`src/rtl/jtframe_vtimer_ctrl.sv`:
```
// jtframe_vtimer_ctrl
// Video timing sequencer. Divides clk into pixel clock enables, runs the H/V
// pixel counters and produces LHBL/LVBL/HS/VS plus a frame toggle. Every
// output is registered. The decodes come from the next-count values, so they
// always match the hcnt/vcnt presented in the same cycle.
module jtframe_vtimer_ctrl #(
  parameter int unsigned CEN_DIV  = 4,
  parameter int unsigned HW       = 9,
  parameter int unsigned VW       = 9,
  parameter int unsigned HTOTAL   = 384,
  parameter int unsigned HB_START = 256,
  parameter int unsigned HB_END   = 0,
  parameter int unsigned HS_START = 288,
  parameter int unsigned HS_END   = 320,
  parameter int unsigned VTOTAL   = 264,
  parameter int unsigned VB_START = 240,
  parameter int unsigned VB_END   = 16,
  parameter int unsigned VS_START = 248,
  parameter int unsigned VS_END   = 251
) (
  input  logic          clk,
  input  logic          rst,
  input  logic          enable,
  output logic          pxl_cen,
  output logic          pxl2_cen,
  output logic [HW-1:0] hcnt,
  output logic [VW-1:0] vcnt,
  output logic          LHBL,
  output logic          LVBL,
  output logic          HS,
  output logic          VS,
  output logic          frame
);

  localparam int unsigned CW = $clog2(CEN_DIV);

  if (CEN_DIV < 2 || (CEN_DIV % 2) != 0) begin : g_bad_div
    $error("jtframe_vtimer_ctrl: CEN_DIV must be even and at least 2");
  end
  if (HTOTAL > (2 ** HW) || VTOTAL > (2 ** VW)) begin : g_bad_width
    $error("jtframe_vtimer_ctrl: HTOTAL/VTOTAL do not fit in HW/VW bits");
  end
  if (!(HB_END < HB_START && HB_START < HTOTAL)) begin : g_bad_hblank
    $error("jtframe_vtimer_ctrl: need HB_END < HB_START < HTOTAL");
  end
  if (!(VB_END < VB_START && VB_START < VTOTAL)) begin : g_bad_vblank
    $error("jtframe_vtimer_ctrl: need VB_END < VB_START < VTOTAL");
  end

  // True when lo <= x < hi. Used for visible areas and sync windows.
  function automatic logic in_win(input int unsigned x, input int unsigned lo,
                                  input int unsigned hi);
    return (x >= lo) && (x < hi);
  endfunction

  logic [CW-1:0] div_cnt;
  logic          div_last;
  logic          div_half;
  logic          h_wrap;
  logic          v_wrap;
  logic [HW-1:0] h_nxt;
  logic [VW-1:0] v_nxt;

  assign div_last = (div_cnt == CW'(CEN_DIV - 1));
  assign div_half = (div_cnt == CW'(CEN_DIV / 2 - 1));

  // Next counter values. Outputs are decoded from these values, so the decode
  // does not lag the counter by one pixel.
  always_comb begin
    h_wrap = (hcnt == HW'(HTOTAL - 1));
    v_wrap = (vcnt == VW'(VTOTAL - 1));
    h_nxt  = h_wrap ? '0 : hcnt + 1'b1;
    v_nxt  = vcnt;
    if (h_wrap) v_nxt = v_wrap ? '0 : vcnt + 1'b1;
  end

  // Clock-enable divider. It freezes at its current count while disabled, so
  // resuming neither drops nor repeats a pulse.
  always_ff @(posedge clk or posedge rst) begin
    if (rst) begin
      div_cnt  <= '0;
      pxl_cen  <= 1'b0;
      pxl2_cen <= 1'b0;
    end else if (!enable) begin
      pxl_cen  <= 1'b0;
      pxl2_cen <= 1'b0;
    end else begin
      div_cnt  <= div_last ? '0 : div_cnt + 1'b1;
      pxl_cen  <= div_last;
      pxl2_cen <= div_last | div_half;
    end
  end

  // Pixel/line counters and timing decodes. They advance on each issued
  // pxl_cen. A pulse already presented downstream is always consumed, even if
  // enable drops on that same edge.
  always_ff @(posedge clk or posedge rst) begin
    if (rst) begin
      hcnt  <= '0;
      vcnt  <= '0;
      frame <= 1'b0;
      LHBL  <= in_win(0, HB_END, HB_START);
      LVBL  <= in_win(0, VB_END, VB_START);
      HS    <= in_win(0, HS_START, HS_END);
      VS    <= in_win(0, VS_START, VS_END);
    end else if (pxl_cen) begin
      hcnt <= h_nxt;
      vcnt <= v_nxt;
      if (h_wrap && v_wrap) frame <= ~frame;
      LHBL <= in_win(32'(h_nxt), HB_END, HB_START);
      LVBL <= in_win(32'(v_nxt), VB_END, VB_START);
      HS   <= in_win(32'(h_nxt), HS_START, HS_END);
      VS   <= in_win(32'(v_nxt), VS_START, VS_END);
    end
  end

endmodule

```
`config.mk`:
```
export PLATFORM = sky130hd
export DESIGN_NAME = jtframe_vtimer_ctrl
export DESIGN_NICKNAME = d
export VERILOG_FILES = /design/src/rtl/jtframe_vtimer_ctrl.sv
export SDC_FILE = /design/constraint.sdc
export NUM_CORES = 1
export LEC_CHECK = 0
export CAP_MARGIN = 5
export CORE_MARGIN = 10
export CORE_UTILIZATION = 52
export DETAILED_ROUTE_END_ITERATION = 8
export PLACE_DENSITY = 0.8
export SETUP_SLACK_MARGIN = 0.05
export SLEW_MARGIN = 15
export SYNTH_ARGS = -nofsm -noshare
export SYNTH_HDL_FRONTEND = slang
export SYNTH_SLANG_ARGS = --single-unit
export TNS_END_PERCENT = 50
```
`constraint.sdc`:
```
create_clock -name clk -period 2.35 [get_ports clk]
set_clock_uncertainty 0.1 [all_clocks]
set_input_delay 0.5875 -clock clk [delete_from_list [all_inputs] [get_ports clk]]
set_output_delay 0.5875 -clock clk [all_outputs]
set_load 0.01 [all_outputs]
```
==> results of run 1 <==
[cell families (layout without fill, tap and decap cells)]
kind of cell,after synthesis,after routing,share of synthesized area (%)
mux,10,10,6.904
buf+inv,13,43,4.523
fa+ha+maj,5,5,3.968
xor+xnor,12,12,6.667
compound gates,28,28,13.18
simple gates,55,56,21.83
flops,27,27,42.94
[layout make-up]
| class | count | area [µm²] |
|---|---|---|
| Inverter | 6 | 22.52 |
| Clock inverter | 1 | 5.005 |
| Fill cell | 233 | 905.9 |
| Tap cell | 31 | 38.79 |
| Sequential cell | 27 | 678.2 |
| Timing Repair Buffer | 33 | 315.3 |
| Clock buffer | 3 | 22.52 |
| Multi-Input combinational cell | 111 | 840.8 |
[cell usage after synthesis (2+ instances only)]
master    instances
nor2b_1           2
xor2_1            6
inv_1             5
nor2_1            8
a211o_1           2
dfrtp_1          26
nor3_1            2
mux2_2            3
nor4_2            2
ha_1              5
nor4_1            3
buf_6             2
o21ai_1           6
o41ai_1           2
buf_2             3
o21a_1            2
o31ai_1           2
a31oi_1           4
and3_1            2
nand2_1          13
a21oi_1           2
nand4_1           2
mux2_1            4
xnor2_1           6
nand2b_1          2
nand3_1           7
mux2i_1           3
[worst max path at each step]
| stage | from | end | slack, ns | cells after the start |
|---|---|---|---|---|
| finish | vcnt[2] | vcnt[2] | 0.16 | 1 |
| global route | vcnt[1] | VS | 0.02 | 6 |
| CTS | vcnt[1] | LVBL | 0.11 | 6 |
| detailed placement | vcnt[1] | LVBL | 0.13 | 6 |
| global placement | vcnt[1] | LVBL | 0.23 | 6 |
| floorplan | vcnt[0] | LVBL | 0.31 | 6 |
[through the flow]
step / setup WS [ns] / instance area, µm² / hold WS (ns)
4_1_cts: 0.1101 / 1894 / 0.3903
2_1_floorplan: 0.3123 / 1577 / 0.3834
6_report: 0.1630 / 1923 / 0.3833
3_3_place_gp: 0.2289 / 1867 / 0.3616
3_5_place_dp: 0.1320 / 1867 / 0.3711
5_1_grt: 0.01826 / 1923 / 0.4182
[cell usage in the layout, fill, tap and decap left out, drive strengths merged, types with 2 or more instances in the layout]
cell type	netlist	routed
clkdlybuf4s50	0	27
dfrtp	26	26
nand2	14	14
nor2	9	10
o21ai	7	7
nand3	7	7
mux2	7	7
xnor2	6	6
xor2	6	6
buf	7	6
inv	6	6
ha	5	5
nor4	5	5
a31oi	4	4
nand4	4	4
mux2i	3	3
clkbuf	0	3
nor3	2	2
and3	2	2
o41ai	2	2
nand2b	2	2
o21a	2	2
o31ai	2	2
a21oi	2	2
nor2b	2	2
a211o	2	2
[flip-flops by register name, summed over array words and instances, names as in the netlist]
name / cells
HS: 1
frame: 1
LVBL: 1
hcnt: 9
div_cnt: 2
vcnt: 9
LHBL: 1
VS: 1
pxl_cen: 1
pxl2_cen: 1
[what timing repair did]
action | 4_1_cts | 5_1_grt
gates resized for setup | 0 | 3
setup endpoints to repair | 0 | 4
setup buffers | 0 | 2
hold buffers | 0 | 0
[power by group]
part | switching [mW] | internal (mW)
Clock | 0.150 | 0.0641
Combinational | 0.151 | 0.172
Sequential | 0.0858 | 0.532
Total | 0.386 | 0.768
[routing by layer]
metal	up-vias	wire length [µm]
met3	9	215
met2	28	1774
met1	617	1610
li1	617	-
met4	0	63
met5	-	0
==> results by group, run 1 <==
Route
  – # DRC: 0
  – Number of vias per cell: 5.995
  – Drt wl/cell: 17.28 µm
  – Antenna Violating Nets Remaining: 0
  – Via count: 1271
  – DRT iter0 DRCs: 70
  – WL final: 3664 µm
  – TritonRoute pass-1 iters: 4

Logic synthesis
  – Main synth FF type: dfrtp_1
  – Yosys top cell area share: 41.27%
  – Number of distinct library cells after synthesis: 51
  – Post-synth EDFFs: 0
  – Synth Instances: 150
  – Synth top area cells: dfrtp_1 (41%), ha_1 (4.0%), xnor2_1 (3.3%)
  – Ys Warns: 0
  – Seq/Total Area, Yosys: 42.94%
  – Synth Cell Area: 1577 µm²
  – Mapped Nets: 158
  – Largest area contributor in the netlist: dfrtp_1
  – FF+latch count, synth: 27
  – Ys async rst share: 100.0%
  – Avg Cell Area, Syn: 10.51 µm²

Worst setup path
  – Worst Path Max Fanout: 9
  – Crit path max-delay family: buffers and inverters
  – Critical Path AT: 1.50 ns
  – Startpoint Class: register
  – RR Startpoint: hcnt[1]
  – Crit path max-delay cell type: clkdlybuf4s50_1
  – Buf+Inv Stages, Crit Path: 1
  – Max stage delay on crit path: 0.61 ns
  – Critical Path RT: 1.66 ns
  – Critical setup path kind: register to output pin
  – Crit path cell chain: clkdlybuf4s50_1
  – Reg2reg setup slack: 0.16 ns
  – FF-to-FF End: LVBL
  – CP Capture Type: output pin
  – Register-to-Register Path Depth: 6

Power and ir drop
  – LEAKAGE: 0.8440 nW
  – Peak VDD IR: 0.0004946 V
  – Tot Pwr: 1.155 mW
  – PD cells: 600.4 nW/µm²

Place
  – Placed insts: 205
  – Port buffer count: 27
  – DP HPWL: 2699 µm
  – RD Place Congestion: 0.8429

Outcome
  – Status: finished clean

Clock network
  – Sink Count: 27
  – CTS tree: yes
  – Max Root-Sink Buffers: 2
  – CTS Buf Count: 3
  – Root cell of the clock tree: clkbuf_4
  – Worst-path clk slew: 0.15 ns
  – H-tree depth: 1
  – Later-pin clock latency in the skew report: 0.34 ns

Floorplan
  – Die height: 75.06 µm
  – Die footprint: 5634 µm²
  – Core Area: 2829 µm²
  – Row count: 19
  – Die width: 75.06 µm
  – Starting density of the core: 55.73%
  – IO Count: 28

Timing
  – Post-route minimum period: 2.187 ns
  – Worst rel slew slack: 74.42%
  – Fin Setup TNS: 0 ns
  – Slew @ Worst Pin: 0.3778 ns
  – Setup violations, final: 0
  – Slew Viols, Final: 0
  – Hold Fails Final Rpt: 0
  – FMAX: 457.3 MHz
  – RSZ-0062 raised after global routing: false
  – Crit share post-route: 93.06%

Final layout
  – Final Core Density: 67.98%
  – Area Growth Syn to Fin: 21.98%
  – ANT cells: 0
  – Cell Count, Final, Fillers Out: 212
  – Layout cells sized above 1: 15.47%
  – Fin nets: 190

Min path
  – Hold path start: frame
  – Type of the worst min-delay path: register to register
  – WHS Path Cells: 1
  – Endpoint, Worst Hold: frame

GRT
  – Largest net degree at the start of global routing: 28
  – Initial antenna violation count: 0
  – Met2 Usage GRT: 22.38%
  – Grt ovf: 0
  – Met3 GRT Util: 3.548%
  – First-pass GRT wire length: 5989 µm
  – GRT Total Usage: 13.69%
  – Busiest grt layer: met2
  – M1 GR Usage: 16.71%
  – Vias in the first global route: 1243

Flow run
  – Max Cap Viol: 0
No activity file was read; power rests on OpenSTA's default activity.
==> inputs of run 2 (changes only) <==
- REMOVE_ABC_BUFFERS: unset -> 1
==> run 2 against run 1 <==
Net effect:
- global-route usage fell by 1.1 points
- hold slack got worse by 0.0050 ns
- via count fell by 0.63%
- combinational power barely moved
- register-to-register slack improved by 0.07 ns
- first-iteration DRC count rose by 40%
- final area fell by 0.19%
- worst setup slack got worse by 0.0096 ns
==> results by group, run 2 (synthesized netlist as in run 1, its figures left out) <==
Outcome
  – Status: finished clean

Floorplan
  – Die footprint: 5634 µm²
  – Die height: 75.06 µm
  – Die width: 75.06 µm
  – Core Area: 2829 µm²
  – Row count: 19
  – Starting density of the core: 55.73%
  – IO Count: 28

Timing
  – Crit share post-route: 93.47%
  – Worst rel slew slack: 70.58%
  – Post-route minimum period: 2.197 ns
  – Slew Viols, Final: 0
  – Hold WS: 0.3783 ns
  – Hold Fails Final Rpt: 0
  – Fin Setup TNS: 0 ns
  – Setup violations, final: 0
  – RSZ-0062 raised after global routing: false
  – Slew @ Worst Pin: 0.4372 ns
  – FMAX: 455.3 MHz

Clock network
  – Max Root-Sink Buffers: 2
  – CTS tree: yes
  – Sink Count: 27
  – Later-pin clock latency in the skew report: 0.33 ns
  – Worst-path clk slew: 0.14 ns
  – Hold-fix buffers, CTS: 0
  – H-tree depth: 1
  – Root cell of the clock tree: clkbuf_4
  – CTS Buf Count: 3

Power and ir drop
  – LEAKAGE: 0.8404 nW
  – Tot Pwr: 1.150 mW
  – PD cells: 599.0 nW/µm²
  – Peak VDD IR: 0.0004479 V

Worst setup path
  – Buf+Inv Stages, Crit Path: 1
  – Critical Path RT: 1.66 ns
  – Crit path max-delay family: buffers and inverters
  – Worst Path Max Fanout: 10
  – Crit path max-delay cell type: clkdlybuf4s50_1
  – CP Capture Type: output pin
  – Critical setup path kind: register to output pin
  – Startpoint Class: register
  – Critical Path AT: 1.51 ns
  – Max stage delay on crit path: 0.61 ns
  – Crit path cell chain: clkdlybuf4s50_1

GRT
  – Largest net degree at the start of global routing: 28
  – Vias in the first global route: 1184
  – Initial antenna violation count: 0
  – Grt ovf: 0
  – GRT Total Usage: 12.63%
  – First-pass GRT wire length: 5658 µm

Place
  – Port buffer count: 27
  – DP HPWL: 2574 µm
  – RD Place Congestion: 0.8449

Final layout
  – Commonest non-fill, non-tap cell in the layout: clkdlybuf4s50_1
  – Fin nets: 189
  – ANT cells: 0
  – Final Core Density: 67.85%
  – Largest regs: hcnt (9), vcnt (9), div_cnt (2)
  – Commonest non-fill, non-tap cells in the layout: clkdlybuf4s50_1 (27), dfrtp_1 (24), nand2_1 (13)
  – Layout cells sized above 1: 15.56%
  – Area Growth Syn to Fin: 21.75%

Flow run
  – Max Cap Viol: 0

Route
  – Highest metal used: met4
  – Number of vias per cell: 5.986
  – WL final: 3453 µm
  – Met1 Routed Length: 1491 µm
  – Met2 wire length: 1635 µm
  – TritonRoute pass-1 iters: 4
  – Drt wl/cell: 16.36 µm
  – Met3 WL: 283 µm
  – DRT iter0 DRCs: 98
  – Via count: 1263
  – # DRC: 0
  – Antenna Violating Nets Remaining: 0

Min path
  – Type of the worst min-delay path: register to register
-- run 2: cell types whose count changed in the layout (fill, tap and decap cells not counted), sizes merged --
cell / before / now
nor2: 10 / 9
-- run 2: worst paths after layout --
kind	start	end	slack, ns	cells after the start
worst max-delay path	vcnt[5]	vcnt[5]	0.15	1
worst min-delay path	frame	frame	0.38	1
worst max register to register	hcnt[0]	VS	0.23	6
worst min register to register	frame	frame	0.38	1
max in group asynchronous	rst	LHBL	1.35	3
min in group asynchronous	rst	vcnt[0]	0.49	3
-- run 2: power by group --
part           total, mW  internal [mW]  switching [mW]
clock              0.205         0.0641           0.141
sequential         0.622          0.530          0.0918
combinational      0.323          0.173           0.150
-- run 2: per-layer routing --
metal | up-vias | track usage (%)
li1 | 610 | -
met1 | 608 | 15.86
met2 | 40 | 19.81
met3 | 5 | 3.942
met4 | 0 | 4.832
met5 | - | 0
-- run 2: repair_timing --
action	CTS	global route
resized for setup	0	4
setup endpoints to repair	0	3
endpoints found under the hold margin	0	0
setup buffers	0	3
-- run 2: final cells by class --
| cell class | instances | area, µm² |
|---|---|---|
| clock buffer | 3 | 22.52 |
| clock inverter | 1 | 5.005 |
| fill | 229 | 909.6 |
| inverter | 6 | 22.52 |
| multi-input combinational | 110 | 835.8 |
| sequential | 27 | 679.4 |
| tap | 31 | 38.79 |
| timing repair buffer | 33 | 315.3 |
-- run 2: per-stage QoR --
step | setup slack [ns] | instance area, µm² | cells
5_1_grt | 0.05813 | 1919 | 211
3_3_place_gp | 0.2396 | 1859 | 204
2_1_floorplan | 0.2969 | 1528 | 143
6_report | 0.1535 | 1919 | 211
4_1_cts | 0.1408 | 1887 | 208
3_5_place_dp | 0.1688 | 1859 | 204
==> inputs of run 3 (changes only) <==
- PLACE_DENSITY: 0.8 -> 0.79
==> run 3 against run 2 <==
Net effect:
- clock power up 2%
- critical endpoint is now LVBL
- worst setup slack worse by 0.0079 ns
- sequential power about the same
- critical path type is now register to register
==> results by group, run 3 (synthesized netlist as in run 1, its figures left out) <==
Clock network
  – Root cell of the clock tree: clkbuf_4
  – Max Root-Sink Buffers: 2
  – CTS Buf Count: 3
  – Hold-fix buffers, CTS: 0
  – Sink Count: 27
  – Worst-path clk slew: 0.15 ns
  – H-tree depth: 1
  – Later-pin clock latency in the skew report: 0.33 ns
  – CTS tree: yes

Final layout
  – Cell Count, Final, Fillers Out: 212
  – ANT cells: 0
  – Layout cells sized above 1: 14.36%
  – Final-layout fill cell count: 225
  – Commonest non-fill, non-tap cell in the layout: clkdlybuf4s50_1
  – Design area: 1918 µm²
  – Area Growth Syn to Fin: 21.67%
  – Commonest non-fill, non-tap cells in the layout: clkdlybuf4s50_1 (27), dfrtp_1 (25), nand2_1 (13)
  – Largest regs: hcnt (9), vcnt (9), div_cnt (2)
  – Final Core Density: 67.80%
  – Fin nets: 190

Floorplan
  – Die width: 75.06 µm
  – IO Count: 28
  – Die footprint: 5634 µm²
  – Die height: 75.06 µm
  – Row count: 19
  – Core Area: 2829 µm²
  – Starting density of the core: 55.73%

Power and ir drop
  – LEAKAGE: 0.8492 nW
  – PD cells: 598.6 nW/µm²
  – Peak VDD IR: 0.0003267 V
  – Tot Pwr: 1.148 mW

Worst setup path
  – Critical Path RT: 2.49 ns
  – CP Capture Type: register
  – Critical setup path kind: register to register
  – Crit path max-delay family: simple AND/OR/NAND/NOR gates
  – Crit path max-delay cell type: dfrtp_1
  – Startpoint Class: register
  – Crit path cell chain: ha_1 > nand4b_2 > nor2_4 > nand4_1 > a211o_1 > a32o_1
  – Max stage delay on crit path: 0.45 ns
  – Buf+Inv Stages, Crit Path: 0
  – Critical Path AT: 2.35 ns
  – Worst Path Max Fanout: 12

Timing
  – Fin Setup TNS: 0 ns
  – Post-route minimum period: 2.204 ns
  – Final setup margin: 0.1455 ns
  – Slew Viols, Final: 0
  – Hold WS: 0.3875 ns
  – Worst rel slew slack: 71.16%
  – Crit share post-route: 93.81%
  – Hold Fails Final Rpt: 0
  – Setup violations, final: 0
  – Slew @ Worst Pin: 0.4259 ns
  – FMAX: 453.6 MHz
  – RSZ-0062 raised after global routing: true

GRT
  – GRT Total Usage: 12.61%
  – First-pass GRT wire length: 5720 µm
  – Vias in the first global route: 1239
  – Initial antenna violation count: 0
  – Grt ovf: 0
  – Largest net degree at the start of global routing: 28

Route
  – WL final: 3558 µm
  – # DRC: 0
  – TritonRoute pass-1 iters: 4
  – DRT iter0 DRCs: 91
  – Number of vias per cell: 6.071
  – Antenna Violating Nets Remaining: 0
  – Via count: 1287
  – Drt wl/cell: 16.78 µm

Flow run
  – Max Cap Viol: 0

Place
  – Port buffer count: 27
  – Dpl ws: 0.1327 ns
  – RD Place Congestion: 0.8532
  – Placed cell areas: 1867 µm²
  – Placed insts: 205
  – DP HPWL: 2593 µm

Min path
  – Type of the worst min-delay path: register to register

Outcome
  – Status: finished clean
-- run 3: final cells by class --
type | instances | area (µm²) | share of cell area [%]
clock buffers | 3 | 22.52 | 1.174
clock inverters | 1 | 5.005 | 0.2609
inverters | 6 | 22.52 | 1.174
multi-input cells | 110 | 828.3 | 43.18
flip-flops and latches | 27 | 678.2 | 35.36
well taps | 31 | 38.79 | 2.022
repair buffers | 34 | 322.8 | 16.83
-- run 3: layer usage --
layer	GRT usage, %	vias up	part of all wire (%)
met5	0	-	0
met4	2.731	0	0.87
met2	21.43	42	49
li1	-	609	-
met3	3.679	6	7.9
met1	15.41	630	43
-- run 3: where the power goes --
part           switching, mW  internal, mW  total, mW
combinational          0.146         0.172      0.318
sequential            0.0900         0.530      0.620
clock                  0.146        0.0639      0.210
-- run 3: repair_timing --
item | in CTS | in global routing
resized for setup | 0 | 1
setup buffers | 0 | 3
setup endpoints to repair | 0 | 3
-- run 3: worst paths after layout --
| path | from | to | slack (ns) | cells past startpoint |
|---|---|---|---|---|
| max | hcnt[0] | LVBL | 0.15 | 6 |
| min | frame | frame | 0.39 | 1 |
| max reg2reg | hcnt[0] | LVBL | 0.15 | 6 |
| min reg2reg | frame | frame | 0.39 | 1 |
| max in group asynchronous | rst | LHBL | 1.35 | 3 |
| min in group asynchronous | rst | div_cnt[1] | 0.50 | 3 |
